`src/rtl/izh_neuron_array_if.sv`:
```
// izh_neuron_array_if
//   Control, stimulus, config, monitor and status signals of izh_neuron_array.
//   master : stimulus/config front-end (drives en, tick, i_cur, cfg_*, mon_sel)
//   slave  : the neuron array (drives mon_v, spike_out, sweep_done, busy, overrun)
//   i_cur packs neuron k at [k*IW +: IW]; mon_v is the top MON_W bits of v[mon_sel].
interface izh_neuron_array_if #(
  parameter int NUM_NEURONS = 4,
  parameter int IW          = 8,
  parameter int MON_W       = 8
);
  localparam int IDX_W = (NUM_NEURONS > 1) ? $clog2(NUM_NEURONS) : 1;

  logic                      en;
  logic                      tick;
  logic [NUM_NEURONS*IW-1:0] i_cur;
  logic                      cfg_we;
  logic [IDX_W-1:0]          cfg_idx;
  logic [2:0]                cfg_type;
  logic [IDX_W-1:0]          mon_sel;
  logic [MON_W-1:0]          mon_v;
  logic [NUM_NEURONS-1:0]    spike_out;
  logic                      sweep_done;
  logic                      busy;
  logic                      overrun;

  modport master (
    output en, tick, i_cur, cfg_we, cfg_idx, cfg_type, mon_sel,
    input  mon_v, spike_out, sweep_done, busy, overrun
  );

  modport slave (
    input  en, tick, i_cur, cfg_we, cfg_idx, cfg_type, mon_sel,
    output mon_v, spike_out, sweep_done, busy, overrun
  );
endinterface

```
`src/rtl/izh_neuron_array.sv`:
```
// izh_neuron_array
//   Time-multiplexed array of NUM_NEURONS Izhikevich neurons sharing a single
//   fixed-point update datapath (state in signed Q2.(W-2)). Each accepted tick
//   runs one sweep that updates neuron 0..NUM_NEURONS-1 on consecutive cycles,
//   then publishes the sweep's spike flags. One extra tick may queue behind a
//   running sweep; any further tick is dropped and flagged in overrun.
// Ports:
//   clk, rst_n : clock, asynchronous active-low reset
//   bus        : izh_neuron_array_if.slave (en, tick, i_cur, cfg_we, cfg_idx,
//                cfg_type, mon_sel in; mon_v, spike_out, sweep_done, busy,
//                overrun out)
module izh_neuron_array #(
  parameter int NUM_NEURONS = 4,
  parameter int W           = 18,
  parameter int IW          = 8,
  parameter int MON_W       = 8
) (
  input  logic               clk,
  input  logic               rst_n,
  izh_neuron_array_if.slave  bus
);
  localparam int     IDX_W = (NUM_NEURONS > 1) ? $clog2(NUM_NEURONS) : 1;
  localparam int     FRAC  = W - 2;
  localparam int     EW    = W + 3;  // headroom for the intermediate sums
  localparam longint SCALE = longint'(1) << FRAC;

  // Constants truncated toward zero (SV integer division does that).
  localparam logic signed [EW-1:0] VTH_E = EW'((30 * SCALE) / 100);
  localparam logic signed [EW-1:0] C14_E = EW'((140 * SCALE) / 100);
  localparam logic signed [EW-1:0] C14_Q = C14_E >>> 2;
  localparam logic signed [W-1:0]  V0    = W'((-70 * SCALE) / 100);
  localparam logic signed [W-1:0]  U0    = W'((-20 * SCALE) / 100);
  localparam logic signed [W-1:0]  C_65  = W'((-65 * SCALE) / 100);
  localparam logic signed [W-1:0]  C_55  = W'((-55 * SCALE) / 100);
  localparam logic signed [W-1:0]  C_50  = W'((-50 * SCALE) / 100);
  localparam logic signed [EW-1:0] D_08  = EW'((8 * SCALE) / 100);
  localparam logic signed [EW-1:0] D_05  = EW'((5 * SCALE) / 100);
  localparam logic signed [EW-1:0] D_04  = EW'((4 * SCALE) / 100);
  localparam logic signed [EW-1:0] D_02  = EW'((2 * SCALE) / 100);
  localparam logic signed [EW-1:0] SMAX  = EW'((longint'(1) << (W - 1)) - 1);
  localparam logic signed [EW-1:0] SMIN  = EW'(-(longint'(1) << (W - 1)));
  localparam logic [IDX_W-1:0]     LAST_IDX = IDX_W'(NUM_NEURONS - 1);
  localparam logic [IDX_W:0]       CNT      = (IDX_W + 1)'(NUM_NEURONS);

  typedef enum logic [1:0] {IDLE, RUN, DONE} state_t;

  state_t                    state_reg, state_next;
  logic                      pending_reg, pending_next;
  logic                      overrun_reg, overrun_next;
  logic                      start, upd, tick_acc;
  logic [IDX_W-1:0]          idx_reg;
  logic [NUM_NEURONS*IW-1:0] i_lat_reg;
  logic [NUM_NEURONS-1:0]    spike_acc_reg, spike_out_reg, cfg_hit;
  logic                      sweep_done_reg;
  logic signed [W-1:0]       v_reg [NUM_NEURONS];
  logic signed [W-1:0]       u_reg [NUM_NEURONS];
  logic [2:0]                type_reg [NUM_NEURONS];

  function automatic logic signed [W-1:0] sat(input logic signed [EW-1:0] x);
    if (x > SMAX)      return SMAX[W-1:0];
    else if (x < SMIN) return SMIN[W-1:0];
    else               return x[W-1:0];
  endfunction

  // Config writes decode per neuron; out-of-range indices match nothing.
  genvar gi;
  generate
    for (gi = 0; gi < NUM_NEURONS; gi++) begin : g_cfg
      assign cfg_hit[gi] = bus.cfg_we && (bus.cfg_idx == IDX_W'(gi));
    end
  endgenerate

  // ---------------- shared update datapath ----------------
  logic signed [W-1:0]    v_cur, u_cur, c_w, vsq, v_new, u_new;
  logic [2:0]             t_cur;
  logic [IW-1:0]          i_sel;
  logic                   a_sh, fire;
  logic [1:0]             b_sh;
  logic signed [EW-1:0]   d_e, v_e, u_e, vsq_e, i_e, dv_sum, v_sum, vb, du, u_sum, u_spk;
  logic signed [2*W-1:0]  sq;

  assign v_cur = v_reg[idx_reg];
  assign u_cur = u_reg[idx_reg];
  assign t_cur = type_reg[idx_reg];
  assign i_sel = i_lat_reg[idx_reg*IW +: IW];

  always_comb begin
    a_sh = 1'b1; b_sh = 2'd1; c_w = C_65; d_e = D_08;  // RS, also types 0 and 7
    case (t_cur)
      3'd1: begin c_w = C_55; d_e = D_04; end
      3'd2: begin c_w = C_50; d_e = D_02; end
      3'd3: begin a_sh = 1'b0; b_sh = 2'd2; d_e = D_02; end
      3'd4: begin b_sh = 2'd2; d_e = D_05; end
      3'd5: begin a_sh = 1'b0; b_sh = 2'd2; d_e = D_02; end
      3'd6: begin b_sh = 2'd2; d_e = D_02; end
      default: ;
    endcase
  end

  always_comb begin
    v_e    = {{3{v_cur[W-1]}}, v_cur};
    u_e    = {{3{u_cur[W-1]}}, u_cur};
    sq     = $signed({{W{v_cur[W-1]}}, v_cur}) * $signed({{W{v_cur[W-1]}}, v_cur});
    // v*v rescaled to Q2.FRAC; the integer bits above bit 0 are deliberately dropped.
    vsq    = {sq[2*W-1], sq[W+FRAC-2:FRAC]};
    vsq_e  = {{3{vsq[W-1]}}, vsq};
    i_e    = {{3{i_sel[IW-1]}}, i_sel, {(W-IW){1'b0}}};  // sext(I) << (FRAC-IW+2)
    dv_sum = vsq_e + v_e + (v_e >>> 2) + C14_Q - (u_e >>> 2) + (i_e >>> 2);
    v_sum  = v_e + (dv_sum >>> 2);
    vb     = v_e >>> b_sh;
    du     = ((vb - u_e) >>> a_sh) >>> 4;
    u_sum  = u_e + du;
    u_spk  = u_e + d_e;
    fire   = (v_e > VTH_E);
    v_new  = fire ? c_w : sat(v_sum);
    u_new  = fire ? sat(u_spk) : sat(u_sum);
  end

  // ---------------- sweep sequencer ----------------
  always_comb begin
    tick_acc     = bus.tick & bus.en;
    state_next   = state_reg;
    pending_next = pending_reg;
    overrun_next = overrun_reg;
    start        = 1'b0;
    upd          = 1'b0;
    case (state_reg)
      IDLE: begin
        if (tick_acc) begin
          state_next = RUN;
          start      = 1'b1;
        end
      end
      RUN: begin
        upd = 1'b1;
        if (tick_acc) begin
          if (pending_reg) overrun_next = 1'b1;
          else             pending_next = 1'b1;
        end
        if (idx_reg == LAST_IDX) state_next = DONE;
      end
      DONE: begin
        // A tick arriving in DONE itself restarts like a queued one, so it is
        // never stranded in pending while the FSM idles.
        if (pending_reg || tick_acc) begin
          state_next = RUN;
          start      = 1'b1;
        end else begin
          state_next = IDLE;
        end
        pending_next = pending_reg & tick_acc;
      end
      default: state_next = IDLE;
    endcase
  end

  always_ff @(posedge clk or negedge rst_n) begin
    if (!rst_n) begin
      state_reg      <= IDLE;
      pending_reg    <= 1'b0;
      overrun_reg    <= 1'b0;
      idx_reg        <= '0;
      i_lat_reg      <= '0;
      spike_acc_reg  <= '0;
      spike_out_reg  <= '0;
      sweep_done_reg <= 1'b0;
    end else begin
      state_reg      <= state_next;
      pending_reg    <= pending_next;
      overrun_reg    <= overrun_next;
      sweep_done_reg <= (state_reg == DONE);
      if (state_reg == DONE) spike_out_reg <= spike_acc_reg;
      if (start) begin
        idx_reg   <= '0;
        i_lat_reg <= bus.i_cur;
      end else if (upd) begin
        idx_reg <= idx_reg + 1'b1;
      end
      if (upd) spike_acc_reg[idx_reg] <= fire & ~cfg_hit[idx_reg];
    end
  end

  // Neuron state: a config write to the neuron under update overrides the update.
  always_ff @(posedge clk or negedge rst_n) begin
    if (!rst_n) begin
      for (int k = 0; k < NUM_NEURONS; k++) begin
        v_reg[k]    <= V0;
        u_reg[k]    <= U0;
        type_reg[k] <= 3'd0;
      end
    end else begin
      for (int k = 0; k < NUM_NEURONS; k++) begin
        if (cfg_hit[k]) begin
          v_reg[k]    <= V0;
          u_reg[k]    <= U0;
          type_reg[k] <= bus.cfg_type;
        end else if (upd && (idx_reg == IDX_W'(k))) begin
          v_reg[k] <= v_new;
          u_reg[k] <= u_new;
        end
      end
    end
  end

  logic mon_ok;
  assign mon_ok         = ({1'b0, bus.mon_sel} < CNT);
  assign bus.mon_v      = mon_ok ? v_reg[bus.mon_sel][W-1 -: MON_W] : '0;
  assign bus.spike_out  = spike_out_reg;
  assign bus.sweep_done = sweep_done_reg;
  assign bus.busy       = (state_reg == RUN) || (state_reg == DONE);
  assign bus.overrun    = overrun_reg;
endmodule

```
`src/flat_wrapper.sv`:
```
// flat-port wrapper written by rule: the top's interface ports become plain ports
module izh_neuron_array_flat 
#(
  parameter int NUM_NEURONS = 4,
  parameter int W           = 18,
  parameter int IW          = 8,
  parameter int MON_W       = 8
)
  (clk, rst_n, bus_en, bus_tick, bus_i_cur, bus_cfg_we, bus_cfg_idx, bus_cfg_type, bus_mon_sel, bus_mon_v, bus_spike_out, bus_sweep_done, bus_busy, bus_overrun);
  izh_neuron_array_if #(.NUM_NEURONS(NUM_NEURONS), .IW(IW), .MON_W(MON_W)) bus_i ();
  input  logic clk;
  input  logic rst_n;
  input wire logic [$bits(bus_i.en)-1:0] bus_en;
  input wire logic [$bits(bus_i.tick)-1:0] bus_tick;
  input wire logic [$bits(bus_i.i_cur)-1:0] bus_i_cur;
  input wire logic [$bits(bus_i.cfg_we)-1:0] bus_cfg_we;
  input wire logic [$bits(bus_i.cfg_idx)-1:0] bus_cfg_idx;
  input wire logic [$bits(bus_i.cfg_type)-1:0] bus_cfg_type;
  input wire logic [$bits(bus_i.mon_sel)-1:0] bus_mon_sel;
  output wire logic [$bits(bus_i.mon_v)-1:0] bus_mon_v;
  output wire logic [$bits(bus_i.spike_out)-1:0] bus_spike_out;
  output wire logic [$bits(bus_i.sweep_done)-1:0] bus_sweep_done;
  output wire logic [$bits(bus_i.busy)-1:0] bus_busy;
  output wire logic [$bits(bus_i.overrun)-1:0] bus_overrun;
  assign bus_i.en = bus_en;
  assign bus_i.tick = bus_tick;
  assign bus_i.i_cur = bus_i_cur;
  assign bus_i.cfg_we = bus_cfg_we;
  assign bus_i.cfg_idx = bus_cfg_idx;
  assign bus_i.cfg_type = bus_cfg_type;
  assign bus_i.mon_sel = bus_mon_sel;
  assign bus_mon_v = bus_i.mon_v;
  assign bus_spike_out = bus_i.spike_out;
  assign bus_sweep_done = bus_i.sweep_done;
  assign bus_busy = bus_i.busy;
  assign bus_overrun = bus_i.overrun;
  izh_neuron_array #(.NUM_NEURONS(NUM_NEURONS), .W(W), .IW(IW), .MON_W(MON_W)) u_core (.clk(clk), .rst_n(rst_n), .bus(bus_i));
endmodule
```
`config.mk`:
```
export PLATFORM = sky130hd
export DESIGN_NAME = izh_neuron_array_flat
export DESIGN_NICKNAME = d
export VERILOG_FILES = /design/src/rtl/izh_neuron_array_if.sv /design/src/rtl/izh_neuron_array.sv /design/src/flat_wrapper.sv
export SDC_FILE = /design/constraint.sdc
export NUM_CORES = 1
export LEC_CHECK = 0
export ABC_AREA = 1
export ABC_CLOCK_PERIOD_IN_PS = 17900
export CORE_MARGIN = 3
export CORE_UTILIZATION = 36
export DETAILED_ROUTE_END_ITERATION = 10
export PLACE_DENSITY = 0.61
export SLEW_MARGIN = 25
export SYNTH_ARGS = -nofsm -noshare
export SYNTH_HDL_FRONTEND = slang
export SYNTH_SLANG_ARGS = --single-unit
export TNS_END_PERCENT = 10
```
`constraint.sdc`:
```
create_clock -name clk -period 17.9 [get_ports clk]
set_input_delay 3.58 -clock clk [delete_from_list [all_inputs] [get_ports clk]]
set_output_delay 3.58 -clock clk [all_outputs]
set_load 0.1 [all_outputs]
```
==> impl_metrics.tcl, run 1 <==
set metrics [dict create \
    synth_top_family_by_area "adder cells" \
    place_congestion 0.929 \
    worst_path_max_delay_cell "dfrtp_4" \
    insertion_delay_ns 0.52 \
    grt_pass1_vias 24000 \
    final-setup-viol-count 0 \
    path_common_cell "inv_1" \
    synth-compound-area-share_pct 10.8 \
    outcome "finished clean" \
    async_reset_ff_share_pct 100 \
    crit_cells 64 \
    grt-ovfl-total 0 \
    finalCritPeriodShare_pct 89.3 \
    crit_end "u_core.v_reg[4]$_DFFE_PN0P_" \
    cp-startpoint "u_core.idx_reg[0]$_DFFE_PN0P_" \
    n_antenna_cell 0 \
    fin_nets 4326 \
    synth-simple-area-share_pct 20.4 \
    worst_pin_slew_ns 1.04 \
    drive_gt1_share_pct 6.56 \
    rows 101 \
    cts.clk_slew.worst_paths_ns 0.06 \
    worst_setup_path_end_kind "flop" \
    start_kind "flop" \
    drt_iter0_drc 1789 \
    hold_violations 0 \
    post_cts_buffers 0 \
    post_synth_mux_area_share_pct 0.802 \
    setup_tns_ns 0 \
    via_count 23900 \
    cts_resized 0 \
    final_common_cell "nand2_1" \
    final_max_slew_viol_count 0 \
    seq_area_mm2 0.00519 \
    r2r_slack_ns 1.92 \
    fin_util_pct 40.0 \
    root_buffer "clkbuf_16" \
    synth_top_area_cell "fa_1" \
    wl_per_cell_um 17.6 \
    grt_pass1_wl_mm 135 \
    die_area_mm2 0.0814 \
    hp-class "reg -> reg" \
    antenna_left 0 \
    synth_area_leaders "fa_1 23%, ha_1 11%, dfrtp_1 11%, nand2_1 10%, inv_1 9.8%" \
    skew_ns 0.00852 \
    dp.final_hpwl_mm 65.7 \
    synth.cell_area_mm2 0.0281 \
    critical_path_class "reg -> reg" \
    synth_cell_types 56 \
    ys_ff_latch 203 \
    ff2ff_path_depth 64 \
    clk_path_buf_depth 3 \
    ios 59 \
    yosysWarnings 0 \
    core_area_mm2 0.0766 \
    port_buffers 58 \
    grt_max_degree 97 \
    relSlewSlack_pct 30.4 \
    maxCapViolations 0 \
    synthCells 3689 \
    synth_area_per_cell_um2 7.61 \
    hold_slack_ns 0.454 \
    critPathMaxStageDelay_ns 0.80 \
    synth.top_cell.area_share_pct 23.5 \
    firstDrtPassIters 5 \
    die_h_um 285 \
    cts_tree "yes" \
    h-tree-depth 1 \
    die_x_um 285 \
    cts.sinks 203 \
    synth_edf_count 0 \
    initial_core_util_pct 36.7 \
    gr-usage-all-layers_pct 20.7 \
    rsz0062_at_grt "no" \
    fillers 7945 \
    min_period_ns 15.98 \
    arrival_ns 16.38 \
    dp_slack_ns 2.00 \
    syn_to_final_growth_pct 9.05 \
    multiInputGateArea_mm2 0.0197 \
    totalWireLength_mm 83.8 \
    ys_seq_area_share_pct 18.5 \
    yosys.area_share.xor_xnor_pct 3.74 \
    synthAdderAreaFrac_pct 34.1 \
    ys.flop_type "dfrtp_1" \
    r2r_start "u_core.idx_reg[0]$_DFFE_PN0P_" \
    crit_buf_inv 13 \
    cts_hold_buf 0 \
    drc 0 \
    clock.fmax_ghz 0.0626 \
    path_max_fanout 57 \
    cp.required_ns 18.30 \
    worstReg2RegEnd "u_core.v_reg[4]$_DFFE_PN0P_" \
    numCtsBuffers 24 \
    layout_setup_ws_ns 1.92 \
    crit_family "adder cells" \
    vias_per_cell 5.02 \
    synth.net_count 4301 \
    mostFrequentLayoutCells "777 x nand2_1, 730 x inv_1, 329 x nor2_1, 329 x fa_1, 239 x ha_1" \
    antenna_found_initial 0 \
]
==> stage by stage <==
step                area (um2)  instances
detailed placement       29800       4718
global route             30600       4762
floorplan                28100       3689
finish                   30600       4762
global placement         29800       4718
CTS                      30600       4762
==> kinds of logic (layout without fill, tap and decap cells) <==
logic type	count (synthesis)	in the layout
compound gates	543	543
xor+xnor	120	120
fa+ha+maj	568	568
buf+inv	842	885
flops	203	203
mux	20	20
simple gates	1393	1393
==> cell type report <==
cell class                 instances  area share, %
clock inverter                     5          0.176
multi-input combinational       2644           64.3
tap                             1030           4.21
sequential                       203           16.9
timing repair buffer             100           2.94
clock buffer                      39           2.38
inverter                         741           9.08
==> metal layers <==
metal	track usage, %	vias to the layer above	share of wire [%]
li1	-	11600	-
met2	34.6	703	47
met5	0	-	0
met4	6.31	0	3.6
met3	1.62	131	5.3
met1	28.7	11500	44
==> how the worst min path moves through the flow <==
stage,end,slack (ns),start,depth (start not counted)
2_1_floorplan,u_core.u_reg[55]$_DFFE_PN0P_,0.44,u_core.u_reg[55]$_DFFE_PN0P_,2
5_1_grt,u_core.u_reg[55]$_DFFE_PN0P_,0.49,u_core.u_reg[55]$_DFFE_PN0P_,2
3_5_place_dp,u_core.bus.overrun$_DFFE_PN0P_,0.45,u_core.bus.overrun$_DFFE_PN0P_,1
4_1_cts,u_core.bus.overrun$_DFFE_PN0P_,0.46,u_core.bus.overrun$_DFFE_PN0P_,1
3_3_place_gp,u_core.bus.overrun$_DFFE_PN0P_,0.44,u_core.bus.overrun$_DFFE_PN0P_,1
6_report,u_core.bus.overrun$_DFFE_PN0P_,0.45,u_core.bus.overrun$_DFFE_PN0P_,1
==> cells in the mapped netlist (all sizes together), types with 2 or more instances <==
library cell,instances
nand2,781
inv,738
nor2,337
fa,329
ha,239
a21oi,238
o21ai,194
nand3,183
dfrtp,119
dfstp,84
xor2,73
clkbuf,59
xnor2,47
buf,42
or2,25
o22ai,21
a31oi,20
mux2,20
nor3,20
a32oi,19
nand4,19
a21o,14
nand3b,13
nor4,8
o21bai,8
o31ai,7
and2,4
o211ai,4
o21a,4
a21boi,3
clkinv,3
a211oi,2
nor3b,2
o221ai,2
==> worst register-to-register path, delay by kind of cell, from the launching register on <==
kind	cells	cell delay, ns
buffers and inverters	13	2.14
adder cells (fa/ha/maj)	14	5.34
XOR/XNOR	5	1.30
AND/OR/NAND/NOR	20	3.74
AO/OA/AOI/OAI	12	2.60
flip-flops	1	0.80
Power of run 1 is not shown: default switching activity piles up to over one toggle a cycle in this logic, so the estimate is an artifact.
==> run 2, diff against run 1 <==
- CORE_MARGIN: 3 -> 5
==> impl_metrics.tcl, run 2 (synthesis results as in run 1) <==
set metrics [dict create \
    cp.required_ns 18.30 \
    cts.clk_slew.worst_paths_ns 0.06 \
    drc 0 \
    h-tree-depth 1 \
    fin_nets 4329 \
    post_cts_buffers 0 \
    critical_path_class "reg -> reg" \
    clock.fmax_ghz 0.0637 \
    ff2ff_path_depth 61 \
    antenna_left 0 \
    crit_buf_inv 12 \
    hold_violations 0 \
    hold_depth 2 \
    root_buffer "clkbuf_16" \
    cts_hold_buf 0 \
    clk_path_buf_depth 3 \
    cts_tree "yes" \
    cts_resized 0 \
    path_max_fanout 51 \
    antenna_found_initial 0 \
    worstReg2RegEnd "u_core.v_reg[58]$_DFFE_PN0P_" \
    dp.final_hpwl_mm 65.6 \
    die_x_um 289 \
    fillers 8091 \
    crit_cells 61 \
    initial_core_util_pct 36.3 \
    grt_pass1_wl_mm 136 \
    mostFrequentLayoutCells "777 x nand2_1, 730 x inv_1, 329 x nor2_1, 329 x fa_1, 239 x ha_1" \
    drt_iter0_drc 1556 \
    grt_max_degree 81 \
    rsz0062_at_grt "no" \
    maxCapViolations 0 \
    insertion_delay_ns 0.52 \
    critPathMaxStageDelay_ns 0.70 \
    arrival_ns 16.10 \
    ios 59 \
    relSlewSlack_pct 27.3 \
    totalWireLength_mm 84.3 \
    via_count 24100 \
    final-setup-viol-count 0 \
    final_max_slew_viol_count 0 \
    grt_pass1_vias 24700 \
    worst_pin_slew_ns 1.09 \
    numCtsBuffers 25 \
    port_buffers 58 \
    firstDrtPassIters 6 \
    path_common_cell "inv_1" \
    die_area_mm2 0.0837 \
    min_period_ns 15.70 \
    wl_per_cell_um 17.6 \
    r2r_start "u_core.idx_reg[0]$_DFFE_PN0P_" \
    syn_to_final_growth_pct 9.13 \
    r2r_slack_ns 2.20 \
    setup_tns_ns 0 \
    vias_per_cell 5.04 \
    worst_setup_path_end_kind "flop" \
    hp-class "reg -> reg" \
    crit_family "adder cells" \
    core_area_mm2 0.0773 \
    die_h_um 289 \
    final_common_cell "nand2_1" \
    finalCritPeriodShare_pct 87.7 \
    drive_gt1_share_pct 6.67 \
    start_kind "flop" \
    skew_ns 0.0117 \
    place_congestion 0.958 \
    min_from "u_core.bus.spike_out[3]$_DFFE_PN0P_" \
    cts.sinks 203 \
    outcome "finished clean" \
    rows 102 \
    gr-usage-all-layers_pct 20.2 \
    hold_path_end "u_core.bus.spike_out[3]$_DFFE_PN0P_" \
    worst_path_max_delay_cell "dfrtp_4" \
    grt-ovfl-total 0 \
]
[run 2: changes by cell type in the layout (fill, tap and decap cells not counted), sizes merged]
cell	delta
diode	+1
buf	+2
bufinv	-1
clkinv	+4
inv	-2
[run 2: layout make-up]
cell class              count  area [um2]  area share, %
multi-input cells        2644       19700           64.2
flip-flops and latches    203        5190           16.9
inverters                 741        2780           9.08
well taps                1040        1300           4.25
repair buffers            102         918           3.00
clock buffers              39         738           2.41
clock inverters             6        33.8          0.110
diodes                      1        2.50        0.00817
[run 2: worst max-delay path by stage]
stage | start | endpoint | slack (ns)
4_1_cts | u_core.idx_reg[0]$_DFFE_PN0P_ | u_core.v_reg[58]$_DFFE_PN0P_ | 2.21
3_3_place_gp | u_core.idx_reg[0]$_DFFE_PN0P_ | u_core.v_reg[1]$_DFFE_PN0P_ | 2.49
6_report | u_core.idx_reg[0]$_DFFE_PN0P_ | u_core.v_reg[58]$_DFFE_PN0P_ | 2.20
5_1_grt | u_core.idx_reg[0]$_DFFE_PN0P_ | u_core.v_reg[4]$_DFFE_PN0P_ | 1.16
2_1_floorplan | u_core.idx_reg[0]$_DFFE_PN0P_ | u_core.v_reg[19]$_DFFE_PN0P_ | 4.92
3_5_place_dp | u_core.idx_reg[0]$_DFFE_PN0P_ | u_core.v_reg[58]$_DFFE_PN0P_ | 2.27
[run 2: routing by layer]
| layer | up-vias | GRT usage [%] | wire length [um] |
|---|---|---|---|
| met5 | - | 0 | 0 |
| met4 | 0 | 6.24 | 3020 |
| met3 | 146 | 1.82 | 3870 |
| met2 | 695 | 34.6 | 39900 |
| met1 | 11600 | 27.3 | 37500 |
| li1 | 11600 | - | - |
[run 2: through the flow]
stage | util [%] | hold slack (ns) | worst slack, ns | std cells | cell area, um2
2_1_floorplan | - | 0.441 | 4.92 | 3689 | 28100
3_3_place_gp | 38.6 | 0.443 | 2.49 | 4730 | 29900
3_5_place_dp | 38.6 | 0.452 | 2.27 | 4730 | 29900
4_1_cts | 39.6 | 0.471 | 2.21 | 4775 | 30600
5_1_grt | 39.6 | 0.493 | 1.16 | 4775 | 30600
6_report | 39.6 | 0.465 | 2.20 | 4776 | 30600
[run 2: tightest hold or removal path, delay by kind of cell, from the launching register on]
kind             cells  cell delay [ns]
flip-flops           1             0.34
AND/OR/NAND/NOR      2             0.09
Power of run 2 is left out for the same reason.
